$ cat src/rtl/pipe_hazard_ctrl.sv
// Hazard/forwarding controller for a 5-stage pipeline with ID-stage branch resolution.
// Tracks in-flight destinations in an EX/MEM/WB tag pipe; drives stall, forward selects and a stall counter.
module pipe_hazard_ctrl #(
    parameter int ADDR_W = 5,
    parameter bit FWD_EN = 1'b1,
    parameter int CNT_W  = 16
) (
    input  logic              clk_i,
    input  logic              rst_i,
    input  logic              ext_hold_i,
    input  logic              id_valid_i,
    input  logic [ADDR_W-1:0] id_rs_i,
    input  logic [ADDR_W-1:0] id_rt_i,
    input  logic              id_rs_used_i,
    input  logic              id_rt_used_i,
    input  logic [ADDR_W-1:0] id_rd_i,
    input  logic              id_we_i,
    input  logic              id_load_i,
    input  logic              id_branch_i,
    input  logic              cnt_clr_i,
    output logic              stall_o,
    output logic [1:0]        ex_fwd_a_o,
    output logic [1:0]        ex_fwd_b_o,
    output logic              id_fwd_a_o,
    output logic              id_fwd_b_o,
    output logic [CNT_W-1:0]  stall_cnt_o
);

    typedef enum logic [1:0] {
        FWD_RF  = 2'b00,
        FWD_WB  = 2'b01,
        FWD_MEM = 2'b10
    } fwd_e;

    typedef struct packed {
        logic              v;
        logic              we;
        logic [ADDR_W-1:0] rd;
    } wr_t;

    typedef struct packed {
        wr_t  w;
        logic ld;
    } tag_t;

    typedef struct packed {
        tag_t              t;
        logic [ADDR_W-1:0] rs;
        logic [ADDR_W-1:0] rt;
        logic              rs_used;
        logic              rt_used;
    } ex_t;

    ex_t              ex;
    tag_t             mem;
    wr_t              wb;
    logic [CNT_W-1:0] cnt;

    logic stall;
    logic w_ex_a, w_ex_b, w_mem_a, w_mem_b;
    logic haz_a, haz_b;
    fwd_e fwd_a, fwd_b;

    // Register 0 is hardwired, so it never counts as a pending write.
    function automatic logic writer(input wr_t w, input logic [ADDR_W-1:0] r);
        return w.v & w.we & (w.rd != '0) & (w.rd == r);
    endfunction

    always_comb begin
        w_ex_a  = writer(ex.t.w, id_rs_i);
        w_ex_b  = writer(ex.t.w, id_rt_i);
        w_mem_a = writer(mem.w, id_rs_i);
        w_mem_b = writer(mem.w, id_rt_i);
        if (FWD_EN) begin
            haz_a = (w_ex_a & ex.t.ld) | (id_branch_i & w_ex_a) | (id_branch_i & w_mem_a & mem.ld);
            haz_b = (w_ex_b & ex.t.ld) | (id_branch_i & w_ex_b) | (id_branch_i & w_mem_b & mem.ld);
        end else begin
            haz_a = w_ex_a | w_mem_a;
            haz_b = w_ex_b | w_mem_b;
        end
        stall = id_valid_i & ((id_rs_used_i & haz_a) | (id_rt_used_i & haz_b));
    end

    // MEM result wins over WB because it is the younger write to the same register.
    always_comb begin
        fwd_a = FWD_RF;
        fwd_b = FWD_RF;
        if (FWD_EN) begin
            if (ex.rs_used) begin
                if (writer(mem.w, ex.rs) && !mem.ld) fwd_a = FWD_MEM;
                else if (writer(wb, ex.rs))          fwd_a = FWD_WB;
            end
            if (ex.rt_used) begin
                if (writer(mem.w, ex.rt) && !mem.ld) fwd_b = FWD_MEM;
                else if (writer(wb, ex.rt))          fwd_b = FWD_WB;
            end
        end
    end

    always_ff @(posedge clk_i or posedge rst_i) begin
        if (rst_i) begin
            ex  <= '0;
            mem <= '0;
            wb  <= '0;
        end else if (!ext_hold_i) begin
            if (stall) begin
                ex <= '0;
            end else begin
                ex.t.w.v   <= id_valid_i;
                ex.t.w.we  <= id_we_i;
                ex.t.w.rd  <= id_rd_i;
                ex.t.ld    <= id_load_i;
                ex.rs      <= id_rs_i;
                ex.rt      <= id_rt_i;
                ex.rs_used <= id_rs_used_i;
                ex.rt_used <= id_rt_used_i;
            end
            mem <= ex.t;
            wb  <= mem.w;
        end
    end

    always_ff @(posedge clk_i or posedge rst_i) begin
        if (rst_i) begin
            cnt <= '0;
        end else if (cnt_clr_i) begin
            cnt <= '0;
        end else if (stall && !ext_hold_i && (cnt != '1)) begin
            cnt <= cnt + CNT_W'(1);
        end
    end

    assign stall_o     = stall;
    assign ex_fwd_a_o  = fwd_a;
    assign ex_fwd_b_o  = fwd_b;
    assign id_fwd_a_o  = FWD_EN & id_branch_i & id_rs_used_i & w_mem_a & ~mem.ld & ~stall;
    assign id_fwd_b_o  = FWD_EN & id_branch_i & id_rt_used_i & w_mem_b & ~mem.ld & ~stall;
    assign stall_cnt_o = cnt;

endmodule

$ cat config.mk
export PLATFORM = sky130hd
export DESIGN_NAME = pipe_hazard_ctrl
export DESIGN_NICKNAME = d
export VERILOG_FILES = /design/src/rtl/pipe_hazard_ctrl.sv
export SDC_FILE = /design/constraint.sdc
export NUM_CORES = 1
export LEC_CHECK = 0
export CAP_MARGIN = 25
export CORE_MARGIN = 2
export CORE_UTILIZATION = 42
export DETAILED_ROUTE_END_ITERATION = 7
export HOLD_SLACK_MARGIN = 0.02
export PLACE_DENSITY_LB_ADDON = 0.25
export SYNTH_ARGS = -nofsm -noshare
export SYNTH_HDL_FRONTEND = slang
export SYNTH_SLANG_ARGS = --single-unit
$ cat constraint.sdc
create_clock -name clk_i -period 2.29 [get_ports clk_i]
set_input_delay 0.458 -clock clk_i [delete_from_list [all_inputs] [get_ports clk_i]]
set_output_delay 0.458 -clock clk_i [all_outputs]
set_load 0.005 [all_outputs]
==> out/summary.md <==
Counting every net in the synthesized netlist gives 343. The die is 88.7 um tall. The final count of hold timing violations is 0, and the post-CTS clock slew at the launch and capture registers of the worst setup and hold paths is 0.09 ns.

Setup repair after global routing could not meet its margin everywhere. In this run, distinct cell masters in the synthesized netlist total 42. The run gives 23.1% as the power share of the combinational group. Internal power: 1440 uW. For the cell count after placement, the log shows 481.

Cell taking the most area after synthesis: sky130_fd_sc_hd__dfrtp_1. Synthesis inferred 51 register bits. sky130_fd_sc_hd__dfrtp_1 is the most common cell in the netlist. The number of enable flip-flop cells after synthesis works out to 0. The number of antenna violations at the first check in global routing came out at 0. In this run the power spent charging and discharging nets is 623 uW.

Relative to the synthesized area, the layout overhead comes to 45.1%. The checks that failed: setup timing. For the post-route total power, the log shows 2060 uW. Buffers inserted during clock tree synthesis total 5.

For the final routed database, the setup TNS stands at -7.81 ns. The maximum clock frequency is 360 MHz, and the detailed-route wire length is 8060 um. From left edge to right edge, the die measures 88.7 um. Across the routed clock network, the largest skew measured is 0.0128 ns. After synthesis, the cell types taking the most area are sky130_fd_sc_hd__dfrtp_1 42%, sky130_fd_sc_hd__mux2_2 7.9%, sky130_fd_sc_hd__xor2_1 7.0%, sky130_fd_sc_hd__nand2_1 5.9%, sky130_fd_sc_hd__xnor2_1 4.7%. The synthesis warning total is 0. At the pin with the least slew margin, the transition time is 0.734 ns. Number of nets still failing antenna checks after routing: 0. The worst path required time is 1.83 ns. After detailed routing, the average wire length per cell comes to 16.0 um.

For the first-iteration detailed-routing DRC count, the log shows 117. The total area inside the core boundary comes to 6870 um^2. Ranked by instance count, the synthesized netlist is headed by 51 x sky130_fd_sc_hd__dfrtp_1, 47 x sky130_fd_sc_hd__nand2_1, 24 x sky130_fd_sc_hd__xor2_1, 21 x sky130_fd_sc_hd__mux2_2, 21 x sky130_fd_sc_hd__o21ai_0.

The logs give 42.4% for the proportion of synthesized chip area in sequential cells and -0.486 ns for the setup slack after layout. Setup violations remaining at the end of the flow were counted as 29. For this run, the total global-route usage over all layers was measured as 21.3%. Pin placement for this block handled 48 I/O pins. In the final layout, the multi-input gates occupy 1900 um^2. The share of total power dissipated in sequential elements is 51.5%. The worst endpoint data arrival time is 2.32 ns. For the number of nets in the layout, the log shows 433.

Row generation in the floorplan step produced 30 rows. For the leakage power, the log shows 0.00193 uW. The tools report the clock insertion delay at the later pin of the skew report as 0.32 ns. The tools report the total number of H-tree levels as 2. The count of buffers from port buffering came out at 47.

The first detailed-routing pass took 4 iterations. TritonCTS built the clock tree. The logs give 5490 um for the half-perimeter wire length after detailed placement and 12,800 um for the global-route wire length before repair.

After the flow finishes, the layout carries non-filler instances totaling 504. No sink is reached through more buffers than the 2 on the longest clock path. The final critical path takes up 121% of the cycle.

The logs give 194 uV for the worst supply voltage drop on vdd and 554 for the number of filler cells placed in the layout. The cell count after synthesis is 317, and the mean cell area of the mapped netlist is 9.50 um^2. The worst path needs 2.78 ns of the cycle, external delays included. The max-cap violation count came out at 0. In this run the cell area of the synthesized design comes to 3010 um^2. After clock tree synthesis, the flow added hold-fix buffers numbering 0.

The number of vias after detailed routing was 2,631; the die area was 7860 um^2. For this configuration, the core starts out at a cell density of 43.8%. In the synthesized netlist the dominant register cell turns out to be sky130_fd_sc_hd__dfrtp_1. The tree is rooted in a sky130_fd_sc_hd__clkbuf_8. Dividing total power by cell area gives a power density of 472 nW/um^2. The top cell type by area accounts for 42.4% of the synthesized area. The net switching share of the total power is 30.3%, and the final global-route overflow total is 0. After detailed routing, the number of remaining DRC violations is 0. The run finished, with violations left.

In this run the worst hold path is classified as in -> reg. The total count of max-transition violations in the final report was 0; the number of clock sinks seen by CTS was 51. The worst slew margin relative to its limit was 51.1%. The tools report the diode insertion count for antenna repair as 0.

Highest net fanout along the worst path: 3. The fraction of power consumed by the clock network was 25.3%; the fraction of registers with async set or reset after synthesis was 100%. The tools report the via count of the first global-routing pass as 2,587. Across the whole layout, storage elements account for 1280 um^2. The critical path in this run is classified as reg -> out.

At the end of routability-driven placement, the weighted congestion stood at 0.931. The post-route netlist has 33.1% of its cells at a drive strength greater than 1. The kind of end point of the critical path is a primary output. Dividing the detail-routed via count by the number of cells gives 5.22. The type of origin of the critical path was a register. For the maximum number of pins on one net before global-route repair, the log shows 56.
stage by stage:
step	cell area [um^2]	utilization [%]	hold WS, ns	setup slack (ns)
2_1_floorplan	3020	-	0.466	-0.176
3_3_place_gp	3800	55.4	0.519	-0.756
3_5_place_dp	3800	55.4	0.517	-0.816
4_1_cts	4220	61.4	0.532	-0.484
5_1_grt	4370	63.6	0.522	-0.571
6_report	4370	63.6	0.504	-0.486
state kept, by name, indices dropped and copies added, names as in the netlist:
register,flops
stall_cnt_o,16
ex,20
wb,7
mem,8
cell usage in the layout (no fill, tap or decap), drive strengths merged, types with 4 or more instances in the layout:
cell type      count
buf               58
dfrtp             51
nand2             47
clkdlybuf4s50     31
mux2              25
xor2              24
o21ai             23
nor2              20
xnor2             16
nand3             11
nor2b              9
nor4               9
or4                8
dlygate4sd2        7
inv                7
clkbuf             7
a21oi              7
nor3               7
nand4b             4
nand4              4
dlymetal6s2s       4
o31ai              4
critical path: stages (launching register included):
cell and delay (ns):
sky130_fd_sc_hd__dfrtp_1 0.39, sky130_fd_sc_hd__buf_6 0.13, sky130_fd_sc_hd__buf_6 0.12, sky130_fd_sc_hd__xor2_2 0.17
sky130_fd_sc_hd__or4_4 0.57, sky130_fd_sc_hd__a21oi_4 0.16, sky130_fd_sc_hd__nor2_4 0.06, sky130_fd_sc_hd__buf_4 0.15
sky130_fd_sc_hd__buf_6 0.11, sky130_fd_sc_hd__inv_4 0.06, sky130_fd_sc_hd__buf_6 0.09
routing by layer:
metal  up-vias  GRT usage (%)  routed length [um]
li1       1279              -                   -
met1      1268           30.1                3740
met2        66           33.2                3720
met3        18           3.45                 415
met4         0           7.30                 187
met5         -              0                   0
repair_timing:
action,in CTS,in global routing
gates cloned,0,1
resized for setup,72,41
setup endpoints to repair,22,40
pin swaps,28,10
buffers inserted,10,7
kinds of logic (layout without fill, tap and decap cells):
logic type / Yosys count / after routing / share of synthesized area [%]
simple gates: 136 / 136 / 24.2
flops: 51 / 51 / 42.4
xor+xnor: 40 / 40 / 11.6
compound gates: 38 / 38 / 7.44
buf+inv: 25 / 116 / 4.07
fa+ha+maj: 1 / 1 / 0.416
mux: 26 / 26 / 9.81
layout make-up:
type                    count  area share, %
multi-input cells         241           43.6
clock buffers               6           1.66
inverters                   7          0.659
repair buffers            101           21.8
well taps                  96           2.75
flip-flops and latches     51           29.2
clock inverters             2          0.286
power groups by stage:
stage          Combinational, uW  Clock, uW  Sequential, uW
6_report                     477        522            1060
5_1_grt                      522        559            1070
4_1_cts                      453        529            1060
3_5_place_dp                 423          0            1070
3_3_place_gp                 417          0            1070
2_1_floorplan                271          0            1040
worst paths after layout:
kind / startpoint / end / slack [ns] / cells past startpoint
max: ex[15]$_DFFE_PP0N_ / stall_o / -0.49 / 10
min: id_rt_i[2] / ex[4]$_DFFE_PP0N_ / 0.50 / 3
max reg2reg: ex[15]$_DFFE_PP0N_ / stall_cnt_o[9]$_DFFE_PP0P_ / -0.45 / 12
min reg2reg: ex[1]$_DFFE_PP0N_ / ex[1]$_DFFE_PP0N_ / 0.53 / 2
max in group asynchronous: rst_i / wb[1]$_DFFE_PP0N_ / 1.13 / 3
min in group asynchronous: rst_i / ex[17]$_DFFE_PP0N_ / 0.51 / 2
No activity file was read; power rests on OpenSTA's default activity.
